[src/rtl/hex_keypad_scanner.sv]
// 4x4 hex keypad scanner: column-multiplexed scan, per-frame debounce FSM,
// and a 16-bit nibble entry register for the display data path.
module hex_keypad_scanner #(
  parameter int CNT_WIDTH       = 14,
  parameter int DEBOUNCE_FRAMES = 2
) (
  input  logic        clk,
  input  logic        rst_n,
  input  logic [3:0]  i_rows,
  input  logic        i_clear,
  output logic [3:0]  o_cols,
  output logic [3:0]  o_key,
  output logic        o_key_valid,
  output logic        o_pressed,
  output logic [15:0] o_data
);

  typedef enum logic [1:0] {
    ST_IDLE     = 2'd0,
    ST_DEBOUNCE = 2'd1,
    ST_HELD     = 2'd2
  } state_t;

  localparam logic [3:0]           DF       = 4'(DEBOUNCE_FRAMES);
  localparam logic [CNT_WIDTH-1:0] CNT_ZERO = {CNT_WIDTH{1'b0}};
  localparam logic [CNT_WIDTH-1:0] CNT_ONE  = {{(CNT_WIDTH-1){1'b0}}, 1'b1};

  logic [CNT_WIDTH-1:0] cnt_r, cnt_next_s;
  logic [1:0]           col_s, col_next_s;
  logic [3:0]           cols_r;
  logic [3:0]           rows_meta_r, rows_sync_r, rows_s;
  logic [15:0]          map_r;
  logic                 capture_s, eval_s;
  logic                 found_s, multi_s, single_s;
  logic [3:0]           idx_s;
  state_t               state_r, state_n;
  logic [3:0]           cand_r, cand_n, count_r, count_n, rcount_r, rcount_n;
  logic                 accept_s;
  logic [3:0]           key_r;
  logic                 key_valid_r;
  logic [15:0]          data_r;

  assign cnt_next_s = cnt_r + CNT_ONE;
  assign col_s      = cnt_r[CNT_WIDTH-1:CNT_WIDTH-2];
  assign col_next_s = cnt_next_s[CNT_WIDTH-1:CNT_WIDTH-2];
  assign capture_s  = &cnt_r[CNT_WIDTH-3:0];
  assign eval_s     = (cnt_r == CNT_ZERO);
  assign rows_s     = rows_sync_r;

  // Scan counter; column drive is decoded from the next count so it leaves a flop.
  always_ff @(posedge clk or negedge rst_n) begin
    if (!rst_n) begin
      cnt_r  <= CNT_ZERO;
      cols_r <= 4'b1110;
    end else begin
      cnt_r  <= cnt_next_s;
      cols_r <= ~(4'b0001 << col_next_s);
    end
  end

  // Two-flop synchronizer for the asynchronous row inputs.
  always_ff @(posedge clk or negedge rst_n) begin
    if (!rst_n) begin
      rows_meta_r <= 4'b1111;
      rows_sync_r <= 4'b1111;
    end else begin
      rows_meta_r <= i_rows;
      rows_sync_r <= rows_meta_r;
    end
  end

  // Key map: sample the active column on the last cycle of its dwell.
  always_ff @(posedge clk or negedge rst_n) begin
    if (!rst_n) begin
      map_r <= 16'h0000;
    end else if (capture_s) begin
      map_r[{2'd0, col_s}] <= ~rows_s[0];
      map_r[{2'd1, col_s}] <= ~rows_s[1];
      map_r[{2'd2, col_s}] <= ~rows_s[2];
      map_r[{2'd3, col_s}] <= ~rows_s[3];
    end else begin
      map_r <= map_r;
    end
  end

  // Classify the frame map as none / single(idx) / multi.
  always_comb begin
    found_s = 1'b0;
    multi_s = 1'b0;
    idx_s   = 4'd0;
    for (int i = 0; i < 16; i++) begin
      multi_s = multi_s | (found_s & map_r[i]);
      idx_s   = (map_r[i] && !found_s) ? 4'(i) : idx_s;
      found_s = found_s | map_r[i];
    end
    single_s = found_s & ~multi_s;
  end

  // Debounce FSM next-state; only advances on the frame evaluation cycle.
  always_comb begin
    state_n  = state_r;
    cand_n   = cand_r;
    count_n  = count_r;
    rcount_n = rcount_r;
    accept_s = 1'b0;
    if (eval_s) begin
      case (state_r)
        ST_IDLE: begin
          if (single_s) begin
            cand_n  = idx_s;
            count_n = 4'd1;
            if (DF == 4'd1) begin
              accept_s = 1'b1;
              rcount_n = 4'd0;
              state_n  = ST_HELD;
            end else begin
              state_n  = ST_DEBOUNCE;
            end
          end else begin
            state_n = ST_IDLE;
          end
        end
        ST_DEBOUNCE: begin
          if (!single_s) begin
            state_n = ST_IDLE;
          end else if (idx_s != cand_r) begin
            cand_n  = idx_s;
            count_n = 4'd1;
          end else begin
            count_n = count_r + 4'd1;
            if (count_n == DF) begin
              accept_s = 1'b1;
              rcount_n = 4'd0;
              state_n  = ST_HELD;
            end else begin
              state_n  = ST_DEBOUNCE;
            end
          end
        end
        ST_HELD: begin
          if (found_s) begin
            rcount_n = 4'd0;
          end else begin
            rcount_n = rcount_r + 4'd1;
            if (rcount_n == DF) begin
              rcount_n = 4'd0;
              state_n  = ST_IDLE;
            end else begin
              state_n  = ST_HELD;
            end
          end
        end
        default: begin
          state_n = ST_IDLE;
        end
      endcase
    end else begin
      state_n = state_r;
    end
  end

  // FSM state registers.
  always_ff @(posedge clk or negedge rst_n) begin
    if (!rst_n) begin
      state_r  <= ST_IDLE;
      cand_r   <= 4'd0;
      count_r  <= 4'd0;
      rcount_r <= 4'd0;
    end else begin
      state_r  <= state_n;
      cand_r   <= cand_n;
      count_r  <= count_n;
      rcount_r <= rcount_n;
    end
  end

  // Accept outputs; a clear on the accept edge drops the new nibble.
  always_ff @(posedge clk or negedge rst_n) begin
    if (!rst_n) begin
      key_r       <= 4'd0;
      key_valid_r <= 1'b0;
      data_r      <= 16'h0000;
    end else begin
      key_valid_r <= accept_s;
      key_r       <= accept_s ? cand_n : key_r;
      if (i_clear) begin
        data_r <= 16'h0000;
      end else if (accept_s) begin
        data_r <= {data_r[11:0], cand_n};
      end else begin
        data_r <= data_r;
      end
    end
  end

  assign o_cols      = cols_r;
  assign o_key       = key_r;
  assign o_key_valid = key_valid_r;
  assign o_pressed   = (state_r == ST_HELD);
  assign o_data      = data_r;

endmodule

[config.mk]
export PLATFORM = sky130hd
export DESIGN_NAME = hex_keypad_scanner
export DESIGN_NICKNAME = d
export VERILOG_FILES = /design/src/rtl/hex_keypad_scanner.sv
export SDC_FILE = /design/constraint.sdc
export NUM_CORES = 1
export LEC_CHECK = 0
export CORE_MARGIN = 2
export CORE_UTILIZATION = 40
export DETAILED_ROUTE_END_ITERATION = 8
export PLACE_DENSITY = 0.68
export SYNTH_ARGS = -nofsm -noshare
export SYNTH_HDL_FRONTEND = slang
export SYNTH_SLANG_ARGS = --single-unit
[constraint.sdc]
create_clock -name clk -period 5.5 [get_ports clk]
set_clock_uncertainty 0.05 [all_clocks]
set_input_delay 1.1 -clock clk [delete_from_list [all_inputs] [get_ports clk]]
set_output_delay 1.1 -clock clk [all_outputs]
set_load 0.05 [all_outputs]
==> impl_metrics.csv, run 1 <==
group,metric,value,unit
global_routing,grt_overflow_total,0,
hold_path,hold_path_class,"reg -> reg",
logic_synthesis,seq_area_frac_synth,49.5,%
critical_path,arrival,3.55,ns
logic_synthesis,synth_warnings,0,
clock_tree,path_clk_slew,0.09,ns
placement,place_congestion,0.869,
power_and_ir_drop,intPower,0.834,mW
global_routing,grt_max_degree,78,
floorplan,dieHeight,103,microns
placement,placed_cells,535,
routing,wire_per_inst,14.2,microns
logic_synthesis,synth_top_area_share,42.1,%
layout,num-nets-final,426,
clock_tree,clock_sinks,77,
logic_synthesis,synth_cell_type_count,64,
clock_tree,ctsHoldBuffers,0,
global_routing,grt_pass1_vias,2896,
timing,maxSlewViolCount,0,
layout,final_common_cell,"dfrtp_1",
power_and_ir_drop,pwr-share-comb,1.7,%
global_routing,track_usage,16.1,%
outcome,status,"finished, final reports clean",
floorplan,core_region_area,9640,sq um
layout,insertedDiodeCount,0,
global_routing,grt_pass1_wl,13500,microns
logic_synthesis,yosysTopAreaCell,"dfrtp_1",
critical_path,worst-path-buf-inv,0,
logic_synthesis,syn_nets,398,
floorplan,fp-row-count,36,
clock_tree,postCtsSetupRepairBufs,0,
critical_path,critPathSlowestCell,"or4_4",
routing,vias,2962,
timing,relSlewSlack,32.2,%
timing,hold_viol_final,0,
timing,setup_violations,0,
hold_path,hp-start,"rows_meta_r[2]",
critical_path,path_cells,"nor4_1, o211ai_1, a221oi_2, o2111ai_4, or4_4, mux2_4",
layout,stdcell_area,4530,sq um
critical_path,cp_max_fo,27,
placement,port_buffers,32,
logic_synthesis,syn_area_per_cell,10.2,sq um
logic_synthesis,synthTopCellsByArea,"dfrtp_1 (42%), dfstp_2 (7.4%), nor2_1 (3.6%)",
timing,post-route-min-period,3.36,ns
timing,fin_tns_setup,0,ns
critical_path,r2r_slack,2.14,ns
critical_path,critPathCaptureType,"flip-flop",
job,maxCapViolCount,0,
routing,drt_iter0_drc,148,
power_and_ir_drop,pwr_density_cell,235,nW/um^2
timing,worst_pin_slew,1.01,ns
floorplan,ios,33,
logic_synthesis,synthCells,385,
layout,layout_common_cells,"dfrtp_1 (66), nor2_1 (38), nand2_1 (31), clkdlybuf4s50_1 (31)",
power_and_ir_drop,peakVddDrop,0.102,mV
layout,final_cells,551,
critical_path,r2r-end,"o_key[3]",
floorplan,dieWidth,103,microns
clock_tree,clk_latency,0.36,ns
layout,drive_gt1_share,12.4,%
logic_synthesis,syn_area,3920,sq um
power_and_ir_drop,p_leak,2.00,nW
routing,firstDrtPassIters,4,
clock_tree,cts_buffer_depth,2,
logic_synthesis,synthFlopType,"dfrtp_1",
timing,rsz0062_at_grt,"false",
power_and_ir_drop,switching_share,21.7,%
floorplan,die_area,10600,sq um
placement,hpwl,5480,microns
hold_path,worstHoldEndpoint,"rows_s[2]",
clock_tree,ctsResizeCount,0,
clock_tree,cts_buffers,9,
critical_path,critical_path_class,"reg -> reg",
global_routing,antenna_found_initial,0,
placement,postPlaceCellArea,4310,sq um
routing,routed_wl,7840,microns
routing,ant_nets,0,
power_and_ir_drop,power.switching,0.231,mW
critical_path,required,5.69,ns
clock_tree,cts_max_level,3,
clock_tree,cts_tree,"done",
power_and_ir_drop,p_clk_share,44.6,%
timing,timing.fmax,297,MHz
hold_path,hold_depth,0,
critical_path,reg2reg_from,"map_r[1]",
routing,drc,0,
critical_path,r2r_cells,6,
routing,vias_per_cell,5.38,
power_and_ir_drop,pwr-share-seq,53.8,%
critical_path,max_stage_delay,0.79,ns
timing,finalCritPeriodShare,61.2,%
clock_tree,cts_root_buf,"clkbuf_8",
power_and_ir_drop,power,1.07,mW
critical_path,cp-start-kind,"flip-flop",
layout,synthToLayoutAreaGrowth,15.5,%
logic_synthesis,ys_async_sr_fraction,100,%
logic_synthesis,synth-edff-count,0,
critical_path,cp_top_family,"simple AND/OR/NAND/NOR gates",
logic_synthesis,ys_ff_latch,77,
floorplan,initial_core_util,40.7,%
==> cells in the mapped netlist (all sizes together) (2+ instances only) <==
cell / n
a211oi: 4
a21boi: 3
nor4: 11
buf: 5
xor2: 7
mux2i: 8
o21ai: 16
o31ai: 5
a21oi: 21
a221oi: 3
and3b: 2
a2111oi: 3
clkbuf: 10
or3: 2
o211ai: 3
nor2b: 5
a211o: 2
o211a: 3
nand3b: 4
nand3: 21
nand2b: 16
mux2: 6
xnor2: 7
and3: 6
or4: 6
dfrtp: 66
or2: 3
ha: 6
nand4: 3
inv: 14
o31a: 3
or2b: 2
nand2: 31
dfstp: 11
nor2: 38
nor3b: 3
nor3: 9
o22ai: 2
==> cells by family after synthesis <==
| logic type | Yosys count | share of synthesized area, % |
|---|---|---|
| compound gates | 77 | 14.3 |
| xor+xnor | 14 | 3.13 |
| fa+ha+maj | 7 | 2.17 |
| buf+inv | 29 | 3.79 |
| flops | 77 | 49.5 |
| mux | 14 | 3.95 |
| simple gates | 167 | 23.2 |
==> power groups by stage <==
stage / Combinational [mW] / Sequential, mW / Clock (mW)
floorplan: 0.00328 / 0.584 / 0
global placement: 0.0187 / 0.584 / 0
detailed placement: 0.0190 / 0.584 / 0
CTS: 0.0190 / 0.573 / 0.487
global route: 0.0212 / 0.574 / 0.511
finish: 0.0177 / 0.573 / 0.475
==> per-layer routing <==
| layer | GRT usage (%) | share of wire, % |
|---|---|---|
| met5 | 0 | 0 |
| met4 | 7.49 | 2.3 |
| met3 | 3.32 | 3.2 |
| met2 | 25.2 | 46 |
| met1 | 21.6 | 48 |
==> worst max-delay path by stage <==
stage                        start         end  depth (start not counted)
after floorplan           map_r[1]    o_key[3]                          8
after global placement    map_r[1]    o_key[3]                          6
after detailed placement  map_r[1]    o_key[3]                          6
after CTS                 map_r[1]    o_key[3]                          6
after global routing      map_r[1]  count_r[0]                          7
final                     map_r[1]    o_key[3]                          6
==> final cells by class <==
type	count	area (sq um)
Inverter	14	52.6
Clock inverter	7	97.6
Timing Repair Buffer	32	318
Clock buffer	9	124
Tap cell	133	166
Multi-Input combinational cell	279	1830
Fill cell	950	5110
Sequential cell	77	1940
==> through the flow <==
stage | util, % | worst slack [ns] | hold slack, ns
2_1_floorplan | - | 2.52 | 0.295
3_3_place_gp | 44.7 | 2.27 | 0.297
3_5_place_dp | 44.7 | 2.18 | 0.297
4_1_cts | 47.0 | 2.15 | 0.305
5_1_grt | 47.0 | 1.94 | 0.302
6_report | 47.0 | 2.14 | 0.303
Note: power is estimated with default switching activity, not from simulation.
==> run 2, diff against run 1 <==
Clock period 5.5 ns to 3.4 ns, I/O delays scaled along.
==> impl_metrics.csv, run 2 (synthesis results as in run 1) <==
group,metric,value,unit
clock_tree,cts_buffer_depth,2,
placement,port_buffers,32,
layout,num-nets-final,436,
hold_path,hold_path_class,"reg -> reg",
job,maxCapViolCount,0,
placement,place_congestion,0.860,
critical_path,reg2reg_from,"map_r[1]",
routing,ant_nets,0,
clock_tree,postCtsSetupRepairBufs,0,
critical_path,r2r-end,"o_key[3]",
layout,layout_common_cells,"dfrtp_1 (66), nor2_1 (38), nand2_1 (31), clkdlybuf4s50_1 (31)",
placement,postPlaceCellArea,4390,sq um
routing,drt_iter0_drc,128,
timing,post-route-min-period,3.17,ns
placement,hpwl,5540,microns
layout,final_common_cell,"dfrtp_1",
critical_path,r2r_cells,6,
global_routing,grt_pass1_vias,2824,
floorplan,dieHeight,103,microns
clock_tree,clk_latency,0.34,ns
routing,vias,2922,
clock_tree,ctsResizeCount,0,
clock_tree,cts_buffers,9,
clock_tree,cts_max_level,3,
floorplan,dieWidth,103,microns
floorplan,initial_core_util,40.7,%
timing,fin_tns_setup,0,ns
floorplan,die_area,10600,sq um
layout,final_cells,561,
global_routing,grt_overflow_total,0,
power_and_ir_drop,p_leak,2.05,nW
routing,drc,0,
floorplan,fp-row-count,36,
timing,finalCritPeriodShare,93.1,%
global_routing,grt_max_degree,78,
timing,maxSlewViolCount,0,
layout,stdcell_area,4590,sq um
timing,timing.fmax,316,MHz
critical_path,cp-start-kind,"flip-flop",
hold_path,hold_depth,0,
timing,relSlewSlack,35.3,%
routing,wire_per_inst,13.8,microns
routing,firstDrtPassIters,4,
layout,insertedDiodeCount,0,
clock_tree,ctsHoldBuffers,0,
routing,vias_per_cell,5.21,
critical_path,r2r_slack,0.23,ns
clock_tree,cts_root_buf,"clkbuf_8",
critical_path,required,3.58,ns
global_routing,antenna_found_initial,0,
timing,worst_pin_slew,0.970,ns
placement,placed_cells,545,
critical_path,critPathCapture,"o_key[3]",
clock_tree,path_clk_slew,0.08,ns
clock_tree,cts_tree,"done",
global_routing,track_usage,15.8,%
floorplan,ios,33,
critical_path,critical_path_class,"reg -> reg",
power_and_ir_drop,pwr_density_cell,367,nW/um^2
placement,pre_cts_slack,0.247,ns
timing,rsz0062_at_grt,"false",
global_routing,grt_pass1_wl,13300,microns
timing,fin_ws,0.235,ns
routing,routed_wl,7740,microns
critical_path,critPathCaptureType,"flip-flop",
clock_tree,clock_sinks,77,
layout,synthToLayoutAreaGrowth,17.1,%
outcome,status,"finished, final reports clean",
timing,hold_viol_final,0,
critical_path,worstSetupStartpoint,"map_r[1]",
layout,drive_gt1_share,14.0,%
timing,setup_violations,0,
floorplan,core_region_area,9640,sq um
critical_path,cp_max_fo,27,
power_and_ir_drop,peakVddDrop,0.180,mV
critical_path,arrival,3.35,ns
layout,n_fill_cell,944,
## run 2: through the flow
step / power [mW] / hold WS (ns) / util [%]
finish: 1.69 / 0.299 / 47.7
global route: 1.76 / 0.312 / 47.7
CTS: 1.71 / 0.305 / 47.7
detailed placement: 0.975 / 0.297 / 45.5
global placement: 0.974 / 0.297 / 45.5
floorplan: 0.949 / 0.295 / -
## run 2: worst max-delay path, stage by stage (launching register included)
cell and delay [ns]:
dfrtp_1 0.47, or4_4 0.61, nor4_4 0.35, and3_2 0.29, o2111ai_4 0.14, or4_4 0.77
mux2_4 0.36
## run 2: power by group
part	switching (mW)	internal (mW)	total, mW
clock network	0.320	0.410	0.731
logic	0.0206	0.00855	0.0291
registers	0.00311	0.924	0.927
## run 2: cell type report
type	instances	area, sq um	share of cell area, %
Clock buffer	11	131	2.86
Clock inverter	5	75.1	1.63
Inverter	14	52.6	1.14
Multi-Input combinational cell	279	1830	39.9
Sequential cell	77	1940	42.2
Tap cell	133	166	3.62
Timing Repair Buffer	42	393	8.55
## run 2: worst min-delay path by stage
stage | from | endpoint | slack [ns]
after floorplan | rows_meta_r[0] | rows_s[0] | 0.30
after global placement | rows_meta_r[3] | rows_s[3] | 0.30
after detailed placement | rows_meta_r[3] | rows_s[3] | 0.30
after CTS | rows_meta_r[2] | rows_s[2] | 0.30
after global routing | rows_meta_r[2] | rows_s[2] | 0.31
final | rows_meta_r[2] | rows_s[2] | 0.30
## run 2: per-layer routing
metal | global-route usage [%] | wire [microns] | vias to the layer above | part of all wire, %
li1 | - | - | 1470 | -
met1 | 21.8 | 3780 | 1382 | 49
met2 | 24.7 | 3530 | 58 | 46
met3 | 3.12 | 291 | 12 | 3.8
met4 | 6.28 | 132 | 0 | 1.7
met5 | 0 | 0 | - | 0
